--- src/rtl/renkon_layer_seq.sv ---
// Layer sequencer for the renkon convolution core: walks a host-written descriptor
// table and hands each layer's parameters to the core with a req / ack-low / ack-high handshake.
module renkon_layer_seq #(
  parameter int LAYERS   = 16,
  parameter int LAYERLOG = 4,
  parameter int LWIDTH   = 10,
  parameter int IMGSIZE  = 12,
  parameter int NETSIZE  = 11
) (
  input  logic                clk,
  input  logic                xrst,
  input  logic                cfg_we,
  input  logic [LAYERLOG-1:0] cfg_layer,
  input  logic [2:0]          cfg_field,
  input  logic [15:0]         cfg_data,
  input  logic                start,
  input  logic [LAYERLOG:0]   num_layers,
  input  logic                abort,
  output logic                busy,
  output logic                done,
  output logic                err,
  output logic                aborted,
  output logic [LAYERLOG-1:0] cur_layer,
  output logic                core_req,
  input  logic                core_ack,
  output logic [LWIDTH-1:0]   core_total_out,
  output logic [LWIDTH-1:0]   core_total_in,
  output logic [LWIDTH-1:0]   core_img_size,
  output logic [LWIDTH-1:0]   core_fil_size,
  output logic [IMGSIZE-1:0]  core_input_addr,
  output logic [IMGSIZE-1:0]  core_output_addr,
  output logic [NETSIZE-1:0]  core_net_addr
);

  typedef enum logic [2:0] {
    S_IDLE, S_LOAD, S_CHECK, S_REQ, S_WAIT_LOW, S_WAIT_HIGH, S_DONE
  } state_t;

  localparam logic [LAYERLOG:0] MAX_NUM = LAYERS[LAYERLOG:0];

  state_t state;

  logic [LWIDTH-1:0]  tbl_total_out   [LAYERS];
  logic [LWIDTH-1:0]  tbl_total_in    [LAYERS];
  logic [LWIDTH-1:0]  tbl_img_size    [LAYERS];
  logic [LWIDTH-1:0]  tbl_fil_size    [LAYERS];
  logic [IMGSIZE-1:0] tbl_input_addr  [LAYERS];
  logic [IMGSIZE-1:0] tbl_output_addr [LAYERS];
  logic [NETSIZE-1:0] tbl_net_addr    [LAYERS];

  logic [LAYERLOG:0]  num_lat;
  logic [LAYERLOG:0]  last_idx;
  logic               abort_pend;
  logic               bad_p0;
  logic               start_ok;
  logic               abort_live;
  logic               is_last;
  logic               unused_cfg_hi;

  logic [LWIDTH-1:0]  rd_total_out;
  logic [LWIDTH-1:0]  rd_total_in;
  logic [LWIDTH-1:0]  rd_img_size;
  logic [LWIDTH-1:0]  rd_fil_size;

  // A descriptor the core cannot execute: empty filter, filter larger than
  // the image, or no input/output channels.
  function automatic logic desc_invalid(input logic [LWIDTH-1:0] tout,
                                        input logic [LWIDTH-1:0] tin,
                                        input logic [LWIDTH-1:0] img,
                                        input logic [LWIDTH-1:0] fil);
    return (fil == '0) || (fil > img) || (tin == '0) || (tout == '0);
  endfunction

  assign unused_cfg_hi = ^cfg_data[15:IMGSIZE];

  assign rd_total_out = tbl_total_out[cur_layer];
  assign rd_total_in  = tbl_total_in[cur_layer];
  assign rd_img_size  = tbl_img_size[cur_layer];
  assign rd_fil_size  = tbl_fil_size[cur_layer];

  assign start_ok   = core_ack && (num_layers != '0) && (num_layers <= MAX_NUM);
  assign last_idx   = num_lat - 1'b1;
  assign is_last    = ({1'b0, cur_layer} == last_idx);
  assign abort_live = abort && (state inside {S_LOAD, S_CHECK, S_REQ, S_WAIT_LOW, S_WAIT_HIGH});

  // Host writes land at the edge, so a LOAD in the same cycle still sees the old entry.
  always_ff @(posedge clk) begin
    if (cfg_we) begin
      case (cfg_field)
        3'd0:    tbl_total_out[cfg_layer]   <= cfg_data[LWIDTH-1:0];
        3'd1:    tbl_total_in[cfg_layer]    <= cfg_data[LWIDTH-1:0];
        3'd2:    tbl_img_size[cfg_layer]    <= cfg_data[LWIDTH-1:0];
        3'd3:    tbl_fil_size[cfg_layer]    <= cfg_data[LWIDTH-1:0];
        3'd4:    tbl_input_addr[cfg_layer]  <= cfg_data[IMGSIZE-1:0];
        3'd5:    tbl_output_addr[cfg_layer] <= cfg_data[IMGSIZE-1:0];
        3'd6:    tbl_net_addr[cfg_layer]    <= cfg_data[NETSIZE-1:0];
        default: ;
      endcase
    end
  end

  always_ff @(posedge clk) begin
    if (xrst) begin
      state            <= S_IDLE;
      busy             <= 1'b0;
      done             <= 1'b0;
      err              <= 1'b0;
      aborted          <= 1'b0;
      cur_layer        <= '0;
      core_req         <= 1'b0;
      core_total_out   <= '0;
      core_total_in    <= '0;
      core_img_size    <= '0;
      core_fil_size    <= '0;
      core_input_addr  <= '0;
      core_output_addr <= '0;
      core_net_addr    <= '0;
      num_lat          <= '0;
      abort_pend       <= 1'b0;
      bad_p0           <= 1'b0;
    end else begin
      done     <= 1'b0;
      err      <= 1'b0;
      core_req <= 1'b0;
      if (abort_live) begin
        abort_pend <= 1'b1;
        aborted    <= 1'b1;
      end
      case (state)
        S_IDLE: begin
          if (start) begin
            if (start_ok) begin
              num_lat    <= num_layers;
              cur_layer  <= '0;
              aborted    <= 1'b0;
              abort_pend <= 1'b0;
              busy       <= 1'b1;
              state      <= S_LOAD;
            end else begin
              err <= 1'b1;
            end
          end
        end
        // Validity is evaluated alongside the load so err shows during CHECK.
        S_LOAD: begin
          core_total_out   <= rd_total_out;
          core_total_in    <= rd_total_in;
          core_img_size    <= rd_img_size;
          core_fil_size    <= rd_fil_size;
          core_input_addr  <= tbl_input_addr[cur_layer];
          core_output_addr <= tbl_output_addr[cur_layer];
          core_net_addr    <= tbl_net_addr[cur_layer];
          bad_p0 <= desc_invalid(rd_total_out, rd_total_in, rd_img_size, rd_fil_size);
          if (abort) begin
            done  <= 1'b1;
            state <= S_DONE;
          end else begin
            err   <= desc_invalid(rd_total_out, rd_total_in, rd_img_size, rd_fil_size);
            state <= S_CHECK;
          end
        end
        S_CHECK: begin
          if (abort || bad_p0) begin
            done  <= 1'b1;
            state <= S_DONE;
          end else begin
            core_req <= 1'b1;
            state    <= S_REQ;
          end
        end
        S_REQ: state <= S_WAIT_LOW;
        S_WAIT_LOW: begin
          if (!core_ack) state <= S_WAIT_HIGH;
        end
        // Once the request is out, the layer always runs to ack-high before stopping.
        S_WAIT_HIGH: begin
          if (core_ack) begin
            if (is_last || abort_pend || abort) begin
              done  <= 1'b1;
              state <= S_DONE;
            end else begin
              cur_layer <= cur_layer + 1'b1;
              state     <= S_LOAD;
            end
          end
        end
        S_DONE: begin
          busy  <= 1'b0;
          state <= S_IDLE;
        end
        default: state <= S_IDLE;
      endcase
    end
  end

endmodule

--- config.mk ---
export PLATFORM = sky130hd
export DESIGN_NAME = renkon_layer_seq
export DESIGN_NICKNAME = d
export VERILOG_FILES = /design/src/rtl/renkon_layer_seq.sv
export SDC_FILE = /design/constraint.sdc
export NUM_CORES = 1
export LEC_CHECK = 0
export CAP_MARGIN = 20
export CORE_MARGIN = 3
export CORE_UTILIZATION = 35
export CTS_BUF_LIST = sky130_fd_sc_hd__clkbuf_16
export CTS_CLUSTER_DIAMETER = 30
export DETAILED_ROUTE_END_ITERATION = 8
export PLACE_DENSITY_LB_ADDON = 0.15
export SLEW_MARGIN = 5
export SYNTH_ARGS = -nofsm -noshare
export SYNTH_HDL_FRONTEND = slang
export SYNTH_SLANG_ARGS = --single-unit
--- constraint.sdc ---
create_clock -name clk -period 5.6 [get_ports clk]
set_input_delay 1.12 -clock clk [delete_from_list [all_inputs] [get_ports clk]]
set_output_delay 1.12 -clock clk [all_outputs]
set_load 0.01 [all_outputs]
**After elaboration in Yosys (flattened, before gate mapping)**

Memories as Yosys holds them, arrays and structs flattened. A register that Yosys moved wholly into a read port is not among the register bits.
Index checks and enable logic that the tools add are counted.

- Register bits: 59
- Memory bits (writable): 1200
- Input port bits: 34
- Output and inout bits: 84
- Word-level logic and storage cells: 130
- Memories: 7

- Add/subtract/negate cells: 2
- Magnitude comparators: 2
- Eq/ne operators: 18
- Muxes and demuxes: 63
- Bitwise logic cells: 1
- Reductions and logical operators: 23

Memories:

| name | words | width | read ports | clocked after Yosys merged registers in | wr ports | line | source |
|---|---|---|---|---|---|---|---|
| tbl_input_addr | 16 | 12 | 1 | 1 | 1 | 47 | `logic [IMGSIZE-1:0] tbl_input_addr [LAYERS];` |
| tbl_output_addr | 16 | 12 | 1 | 1 | 1 | 48 | `logic [IMGSIZE-1:0] tbl_output_addr [LAYERS];` |
| tbl_net_addr | 16 | 11 | 1 | 1 | 1 | 49 | `logic [NETSIZE-1:0] tbl_net_addr [LAYERS];` |
| tbl_fil_size | 16 | 10 | 1 | 1 | 1 | 46 | `logic [LWIDTH-1:0] tbl_fil_size [LAYERS];` |
| tbl_img_size | 16 | 10 | 1 | 1 | 1 | 45 | `logic [LWIDTH-1:0] tbl_img_size [LAYERS];` |
| tbl_total_in | 16 | 10 | 1 | 1 | 1 | 44 | `logic [LWIDTH-1:0] tbl_total_in [LAYERS];` |
| 1 more memories | -- | -- | -- | -- | -- | -- |  |

Operators with widths:

| cell | count |
|---|---|
| $mux W4 | 12 |
| $mux W1 | 39 |
| $logic_not A10 Y1 | 3 |
| $mux W3 | 7 |
| $eq A3 B3 Y1 const B | 6 |
| $pmux W3 S6 | 1 |
| $eq A3 B2 Y1 const B | 4 |
| $gt A10 B10 Y1 | 1 |
| $ne A2 B2 Y1 const B | 5 |
| $reduce_bool A5 Y1 | 2 |
| $pmux W4 S2 | 1 |
| $eq A3 B1 Y1 const B | 2 |
| $logic_not A3 Y1 | 2 |
| $logic_or A1 B1 Y1 | 6 |
| $reduce_and A3 Y1 | 2 |
| $eq A4 B5 Y1 | 1 |
| $le A5 B5 Y1 const B | 1 |
| $reduce_and A5 Y1 | 1 |
| $sub A5 B1 Y5 const B | 1 |
| $add A4 B1 Y4 const B | 1 |
| $pmux W1 S2 | 2 |
| $reduce_and A4 Y1 | 1 |
| $reduce_bool A2 Y1 | 2 |
| $logic_and A1 B1 Y1 | 3 |
| 3 further kinds | 3 |

**Logic depth before layout (Yosys ltp)**

- Depth after elaboration: 9
- Mapped depth: 17
- Depth with buffers taken out: 11

**Worst setup path after synthesis**

No wires, ideal clock.

- Path kind: flip-flop to flip-flop
- From: reg with a tool-made name
- To: reg err
- Library setup time: 0.137 ns
- Arrival time: 4.149 ns
- Data required time: 5.463 ns
- Setup slack: 1.314 ns
- Stages on the path, launching flop included: 17
- Path buffers: 6
- Period minus slack after synthesis: 4.286 ns
- Cell sequence: dfxtp_1 buf_6 buf_6 buf_4 buf_4 buf_2 buf_2 mux4_2 mux4_2 inv_1 ha_1 and3_1 a221oi_1 nor2b_1 o32a_1 o41ai_1 a2111oi_2

RTL lines:

| item | line | source |
|---|---|---|
| end signal, assigned | 158 | `err <= desc_invalid(rd_total_out, rd_total_in, rd_img_size, rd_fil_size);` |
| end, declared | 21 | `output logic err,` |

==> flow_summary_export.csv <==
group,metric,value,unit
outcome,outcome,"complete, no violations",
timing,maxSlewViolCount,0,
global_route,grtUsageTotal,0.1797,
timing,tightest_slew,1.114,ns
routing,ant_nets,0,
die,die_h,381.6,um
routing,route.vias.total,25134,
critical_path,r2r_end,"err$_SDFF_PP0_",
die,die_area,0.1456,mm2
pwr,p_leak,0.02071,uW
die,core_area,0.1399,mm2
clock_network,clk_pin_slew_worst_paths,0.05,ns
clock_network,cts_htree_levels,5,
clock_network,clock-sinks,1298,
layout,layout-drive-gt1-share,0.3315,
routing,drtIter0Drc,2194,
global_route,overflow,0,
critical_path,crit_end,"err$_SDFF_PP0_",
clock_network,cts_made_buffers,309,
global_route,antenna_found_initial,7,
synth,synthCells,2349,
timing,slew_headroom,0.2548,
clock_network,ctsResizeCount,0,
place,io_buffer_count,113,
synth,ys_types,47,
die,die_x,381.6,um
critical_path,arrival,4.96,ns
layout,fin_nets,2827,
die,initial_core_util,0.3531,
clock_network,cts_buffer_depth,4,
routing,via_per_inst,5.134,
die,row_count,137,
clock_network,cts-root-buf,"clkbuf_16",
place,gp_congestion,0.7616,
pwr,irDropWorstVdd,0.2781,mV
timing,fin_crit,4.237,ns
job,cap_violations,0,
timing,hold_viol,0,
layout,fin_util,0.4586,
place,hpwlAfterDp,76.18,mm
synth,ys_ff_latch,1298,
routing,wl_per_cell,26.54,um
synth,synth_area_per_cell,21.02,um2
global_route,grt_pass1_wl,188.6,mm
synth,yosysSeqAreaShare,0.7694,
clock_network,post-cts-setup-buffer-count,0,
clock_network,clk_latency,0.88,ns
clock_network,cts_tree,"done",
critical_path,critical_path_class,"register to register",
timing,rsz0062_at_grt,"false",
routing,drc,0,
routing,routed_wl,129.9,mm
critical_path,ff2ff_path_depth,11,
layout,syn2layout_area_growth,29.90,%
pwr,p_per_area,474.5,mW/mm2
critical_path,cp-end-kind,"register",
min_path,worstHoldPathType,"register to register",
die,io_pins,118,
synth,netlist_area,0.04938,mm2
critical_path,start_kind,"register",
timing,finalSetupViolCount,0,
timing,fin_tns_setup,0,ns
synth,synth_warnings,0,
global_route,first_global_vias,26825,
global_route,grt_max_degree,90,
timing,min_period_over_period,0.7566,
timing,max_freq,236.0,MHz
layout,fill_cells,11784,
routing,first_pass_iters,5,
synth,syn-num-nets,2395,
critical_path,rrSetupSlack,1.36,ns
critical_path,critPathRequiredTime,6.32,ns
clock_network,hold_buffers,0,
critical_path,crit_fanout,26,
timing,finalClockSkew,0.04524,ns
synth_stat cells (all sizes together):
master      n  area share
nor3b       1     0.00015
and3        3     0.00038
a21oi      83      0.0084
inv        15      0.0011
nand2b      5     0.00063
mux2i       6      0.0012
o21a        1     0.00015
a21bo       1     0.00020
ha         12      0.0030
a2111oi     1     0.00030
and4        1     0.00018
and2        1     0.00013
nand4       2     0.00025
nor3        1     0.00010
buf        44      0.0046
nand3      14      0.0014
o31ai       2     0.00030
edfxtp   1200        0.73
nor2b      15      0.0019
nand2     190       0.014
a221oi      2     0.00035
clkbuf     83      0.0063
xor2        3     0.00053
a22oi      36      0.0055
o21ai       5     0.00051
a21o        1     0.00015
o2111ai     1     0.00018
mux4      357        0.16
a41oi       1     0.00018
nor2      136       0.010
nor4        7      0.0012
o21ba       1     0.00020
a311oi      1     0.00018
or4         3     0.00053
dfxtp      98       0.040
o41ai       2     0.00035
nand3b      3     0.00046
a31oi       1     0.00013
a211oi      4     0.00061
xnor2       5     0.00089
o32a        1     0.00020
routing by layer:
layer	global-route usage	wire length, um	up-vias
met5	0	57	-
met4	0.04959	2176	8
met3	0.05214	9574	193
met2	0.2793	61400	866
met1	0.2481	56720	13419
li1	-	-	10648
flip-flops by register name (all words and copies together), names as in the netlist, 4 cells and up, named ones only:
register,flops
core_fil_size,10
core_img_size,10
core_input_addr,12
core_net_addr,11
core_output_addr,12
core_total_in,10
core_total_out,10
cur_layer,4
num_lat,5
tbl_fil_size,160
tbl_img_size,160
tbl_input_addr,192
tbl_net_addr,176
tbl_output_addr,192
tbl_total_in,160
tbl_total_out,160
cells by family (layout without fill, tap and decap cells):
family,count (synthesis),count (layout),synth area share
other,0,3,0
XOR/XNOR,8,8,0.001419
multiplexers,363,363,0.1640
adder cells (fa/ha/maj),12,12,0.003040
buffers and inverters,142,810,0.01211
flip-flops,1298,1298,0.7694
AND/OR/NAND/NOR,382,382,0.03210
AO/OA/AOI/OAI,144,144,0.01789
power breakdown:
part	internal [uW]	switching [uW]
clock	12800	5360
sequential	10700	107
combinational	614	818
worst min-delay path by stage:
stage	from	endpoint	slack, ns	cells after the start
finish	core_total_out[9]$_SDFFE_PP0P_	core_total_out[9]$_SDFFE_PP0P_	0.45	2
global route	core_total_out[2]$_SDFFE_PP0P_	core_total_out[2]$_SDFFE_PP0P_	0.47	2
CTS	core_total_out[9]$_SDFFE_PP0P_	core_total_out[9]$_SDFFE_PP0P_	0.45	2
detailed placement	core_output_addr[2]$_SDFFE_PP0P_	core_output_addr[2]$_SDFFE_PP0P_	0.45	2
global placement	core_fil_size[8]$_SDFFE_PP0P_	core_fil_size[8]$_SDFFE_PP0P_	0.45	2
floorplan	bad_p0$_SDFFE_PP0P_	core_req$_SDFF_PP0_	0.44	1
stage by stage:
stage,hold WS (ns),area (um2),cells,worst slack (ns),power (uW)
after detailed placement,0.4487,53420,4338,1.321,12480
after global placement,0.4471,53390,4337,1.312,12450
after CTS,0.4543,64070,4885,1.313,30800
final,0.4498,64150,4896,1.363,30440
after floorplan,0.4399,49380,2349,1.314,11760
after global routing,0.4708,64140,4893,1.146,31450
worst max-delay path, cell delays in order (launching register included):
cell and delay, ns:
dfxtp_4 0.76, buf_12 0.28, mux4_2 0.56, mux4_2 0.53, inv_1 0.12, ha_1 0.25
and3_1 0.17, a221oi_1 0.31, nor2b_1 0.08, o32a_1 0.39, o41ai_1 0.41, a2111oi_2 0.13
cell type report:
class	count	area (um2)	area share
inverters	15	56.30	0.0008777
repair buffers	248	2257	0.03519
multi-input cells	909	10800	0.1684
clock buffers	318	7958	0.1241
flip-flops and latches	1298	38020	0.5927
diodes	3	7.507	0.0001170
well taps	1876	2347	0.03659
clock inverters	229	2700	0.04209
cells in the final DEF, fill, tap and decap left out, types with 6 or more instances in the layout:
cell             count
edfxtp_1          1200
inv_6               13
inv_1               50
clkinv_1            29
clkbuf_16          318
clkinv_2            44
mux2i_1              6
clkinv_4            13
dfxtp_1             91
a21oi_1             83
buf_4              135
buf_12               9
a22oi_1             36
clkinvlp_4          33
ha_1                12
bufinv_16           56
nor4_1               6
nand3_1             14
clkdlybuf4s50_1    102
nor2b_1             15
nand2_1            190
nor2_1             135
mux4_2             357
No activity file was read; power rests on OpenSTA's default activity.
==> RTL change 1 (same flow settings) <==
The parameter `IMGSIZE` goes from 12 to 13.
--- a/src/rtl/renkon_layer_seq.sv
+++ b/src/rtl/renkon_layer_seq.sv
@@ -5,5 +5,5 @@
   parameter int LAYERLOG = 4,
   parameter int LWIDTH   = 10,
-  parameter int IMGSIZE  = 12,
+  parameter int IMGSIZE  = 13,
   parameter int NETSIZE  = 11
 ) (
Interface: changed (resized core_input_addr and core_output_addr); port bits go from 118 to 120. No check against the original RTL was run, so the function may have changed too.
==> RTL change 1 against the original RTL <==
Sequential share of layout area is 0.89 points higher; power is 1.8% lower; synthesized area is 2.5% higher; non-clock buffer count is 2 higher; global-route usage hardly changed; routed wire length is 2.1% higher; highest routed layer unchanged; hold slack better by 0.0037 ns; final area is 1.1% higher; sequential cell count is 34 higher; worst setup slack better by 0.11 ns.
==> RTL change 1: results (changes against the original RTL) <==
| Metric | Value |
|---|---|
| Synth warn | `0 (unchanged)` |
| WL final | `133000 um (was 130000 um)` |
| Worst Path Max Fanout | `34 (was 26)` |
| GR Util met3 | `0.0474 (was 0.0521)` |
| Relative slew margins | `0.261 (was 0.255)` |
| Mux contribution to synthesized area | `0.164 (about the same)` |
| Final Net Count | `2878 (was 2827)` |
| Largest regs | `tbl_input_addr (208), tbl_output_addr (208), tbl_net_addr (176) (was tbl_input_addr (192), tbl_output_addr (192), tbl_net_addr (176))` |
| First-pass GRT wire length | `192000 um (was 189000 um)` |
| Xor/xnor share of the synthesized area | `0.00156 (was 0.00142)` |
| Initial antenna violation count | `10 (was 7)` |
| Gr usage total | `0.180 (about the same)` |
| Share of layout cells above drive strength 1 | `0.322 (was 0.331)` |
| Via/cell ratio | `5.18 (was 5.13)` |
| Placed Instances | `4411 (was 4338)` |
| Sequential share of the synthesized area | `0.771 (was 0.769)` |
| Grt met1 use | `0.244 (was 0.248)` |
| Status | `complete, no violations (unchanged)` |
| Critical Path AT | `4.82 ns (was 4.96 ns)` |
| Design internal power | `23700 uW (was 24100 uW)` |
| Clock Skew | `0.0423 ns (was 0.0452 ns)` |
| Clock Tree Root | `clkbuf_16 (unchanged)` |
| Syn Nets | `2449 (was 2395)` |
| Slowest stage delay, CP | `0.72 ns (was 0.76 ns)` |
| Synth top area cells | `edfxtp_1 73%, mux4_2 16%, dfxtp_1 4.0%, nand2_1 1.5%, nor2_1 1.0% (was edfxtp_1 73%, mux4_2 16%, dfxtp_1 4.0%, nand2_1 1.4%, nor2_1 1.0%)` |
| CP max-delay cell | `dfxtp_4 (unchanged)` |
| Number of global-route vias before repair | `27400 (was 26800)` |
| Vias | `25700 (was 25100)` |
| Post-synth EDFFs | `1232 (was 1200)` |
| Synth cell types | `46 (was 47)` |
| PortBufs | `116 (was 113)` |
| Peak VDD IR | `0.000291 V (was 0.000278 V)` |
| Hpwl dp | `77700 um (was 76200 um)` |
| Pleak | `0.0208 uW (was 0.0207 uW)` |
| CTS buffer count | `307 (was 309)` |
| Adder-Cell Fraction of Synth Area | `0.00297 (was 0.00304)` |
| Largest net degree at the start of global routing | `81 (was 90)` |
| DRT iter0 DRCs | `2380 (was 2194)` |
| Synth cell count leaders | `1232 x edfxtp_1, 367 x mux4_2, 196 x nand2_1 (was 1200 x edfxtp_1, 357 x mux4_2, 190 x nand2_1)` |
| Syn Area/Cell | `21.1 um2 (was 21.0 um2)` |
| Synth Area in Compound Gates | `0.0176 (was 0.0179)` |
| DRT Pass-1 Iters | `7 (was 5)` |
## RTL change 1: cell count changes in the layout (fill, tap and decap cells not counted), sizes merged, moves of 3 or more
cell	unedited run	this run
edfxtp	1200	1232
clkinv	89	114
bufinv	56	42
clkinvlp	33	23
mux4	357	367
inv	66	58
nand2	190	196
a21oi	83	87
nand2b	5	1
nand3b	3	0
## RTL change 1: per-layer routing
metal | vias to the layer above | wire (um)
met5 | - | 13
met4 | 2 | 3910
met3 | 281 | 9340
met2 | 957 | 62600
met1 | 13600 | 56900
li1 | 10900 | -
## RTL change 1: cells by family (layout without fill, tap and decap cells)
kind of cell / after synthesis / count (layout)
AND/OR/NAND/NOR: 385 / 385
buffers and inverters: 146 / 803
other: 0 / 1
flip-flops: 1332 / 1332
adder cells (fa/ha/maj): 12 / 12
XOR/XNOR: 9 / 9
multiplexers: 372 / 372
AO/OA/AOI/OAI: 147 / 147
## RTL change 1: worst paths after layout
| path | cells past startpoint | start | end | slack (ns) |
|---|---|---|---|---|
| min reg2reg | 2 | core_total_in[9] | core_total_in[9] | 0.45 |
| max reg2reg | 11 | flip-flop | err | 1.48 |
| min | 2 | core_total_in[9] | core_total_in[9] | 0.45 |
| max | 11 | flip-flop | err | 1.48 |
## RTL change 1: per-stage QoR
| stage | setup slack [ns] | cell area [um2] | hold slack [ns] | utilization |
|---|---|---|---|---|
| after floorplan | 1.31 | 50600 | 0.429 | - |
| after global placement | 1.37 | 54700 | 0.448 | 0.383 |
| after detailed placement | 1.41 | 54700 | 0.451 | 0.383 |
| after CTS | 1.39 | 64800 | 0.457 | 0.455 |
| after global routing | 1.13 | 64900 | 0.473 | 0.455 |
| final | 1.48 | 64900 | 0.454 | 0.455 |
## RTL change 1: power groups by stage
stage	clock network, uW	logic [uW]	registers (uW)
floorplan	0	780	11300
global placement	0	1420	11300
detailed placement	0	1450	11300
CTS	17700	1450	11100
global route	18200	1540	11100
finish	17300	1420	11100
## RTL change 1: area by class of cell
type                            count  area, um2
Clock inverter                    221       2260
Clock buffer                      316       7910
Multi-Input combinational cell    925      11000
Sequential cell                  1332      39000
Tap cell                         1890       2360
Antenna cell                        1       2.50
Timing Repair Buffer              250       2230
Fill cell                       12200      77800
Inverter                           16       60.1
## RTL change 1: worst max-delay path: cells and delay by family, from the launching register on
family	cells	cell delay [ns]
AOI/OAI and AO/OA	4	0.97
adders and majority gates	1	0.30
buffers and inverters	2	0.56
DFF	1	0.72
muxes	2	1.15
and+or+nand+nor	2	0.28
==> RTL change 2 (same settings) <==
Made on the original files. Make the reset (`xrst`) asynchronous in one clocked block.
--- a/src/rtl/renkon_layer_seq.sv
+++ b/src/rtl/renkon_layer_seq.sv
@@ -100,5 +100,5 @@
   end
 
-  always_ff @(posedge clk) begin
+  always_ff @(posedge clk or posedge xrst) begin
     if (xrst) begin
       state            <= S_IDLE;
Behaviour: differs if xrst is asserted again (counterexample within 4 cycles, from zero or initial values and one cycle with xrst high); with xrst held inactive, the same outputs for 4 cycles.
==> RTL change 2 against the original RTL <==
Sequential cell count down 4; highest routed layer unchanged; worst setup slack got worse by 0.41 ns; synthesized area rose by 1.7%; routed wire length shrank 1.1%; largest cell class unchanged; final area barely moved; critical endpoint is now bad_p0.
Power is not compared: it rests on default switching activity, and its combinational part moved more than twofold at a synthesized area within 25%.
==> RTL change 2: results (changes against the original RTL) <==
| Metric | Value |
|---|---|
| Power Total | `between 30000 and 40000 uW` |
| Pre-CTS WS | `0.910 ns (was 1.32 ns)` |
| Placed Instances | `4312 (was 4338)` |
| Grt met1 use | `0.237 (was 0.248)` |
| Syn Nets | `2352 (was 2395)` |
| Share of layout cells above drive strength 1 | `0.330 (was 0.331)` |
| Routed WL per cell | `26.4 um (was 26.5 um)` |
| Status | `complete, no violations (unchanged)` |
| Async SR Flop Fraction | `0.0726 (was 0)` |
| CTS buffer count | `313 (was 309)` |
| Clock latency on the worst-skew pair | `0.86 ns (was 0.88 ns)` |
| Synth cell count leaders | `1200 x edfxtp_1, 308 x mux4_2, 139 x nor2_1 (was 1200 x edfxtp_1, 357 x mux4_2, 190 x nand2_1)` |
| Initial antenna violation count | `8 (was 7)` |
| Met2 Use GR | `0.278 (was 0.279)` |
| Clock Skew | `0.0376 ns (was 0.0452 ns)` |
| Placer Congestion | `0.743 (was 0.762)` |
| Final Net Count | `2789 (was 2827)` |
| DRT iter0 DRCs | `2111 (was 2194)` |
| R2r setup slk | `0.95 ns (was 1.36 ns)` |
| Critical Path AT | `5.36 ns (was 4.96 ns)` |
| Synth top area cells | `edfxtp_1 72%, mux4_2 14%, dfrtp_1 4.7%, mux2_2 1.2%, mux4_1 1.0% (was edfxtp_1 73%, mux4_2 16%, dfxtp_1 4.0%, nand2_1 1.4%, nor2_1 1.0%)` |
| First-pass GRT wire length | `186000 um (was 189000 um)` |
| CP max-delay cell | `dfrtp_4 (was dfxtp_4)` |
| Vias | `25000 (was 25100)` |
| Hpwl dp | `73700 um (was 76200 um)` |
## RTL change 2: kinds of logic (layout without fill, tap and decap cells)
kind of cell | after synthesis | after routing | synth area share
and+or+nand+nor | 302 | 302 | 0.0256
muxes | 420 | 420 | 0.168
DFF | 1294 | 1294 | 0.764
adders and majority gates | 12 | 12 | 0.00299
buffers and inverters | 135 | 805 | 0.0187
xor gates and xnor gates | 9 | 9 | 0.00157
AOI/OAI and AO/OA | 134 | 134 | 0.0188
other | 0 | 5 | 0
## RTL change 2: final cells by class
type / instances / share of cell area
Antenna cell: 5 / 0.000195
Clock buffer: 321 / 0.125
Clock inverter: 227 / 0.0340
Inverter: 19 / 0.00119
Multi-Input combinational cell: 877 / 0.171
Sequential cell: 1294 / 0.599
Tap cell: 1890 / 0.0369
Timing Repair Buffer: 238 / 0.0329
## RTL change 2: metal layers
metal / wire [um] / part of all wire
met1: 55300 / 0.43
met2: 62200 / 0.48
met3: 7680 / 0.060
met4: 3250 / 0.025
met5: 13 / 0.00010
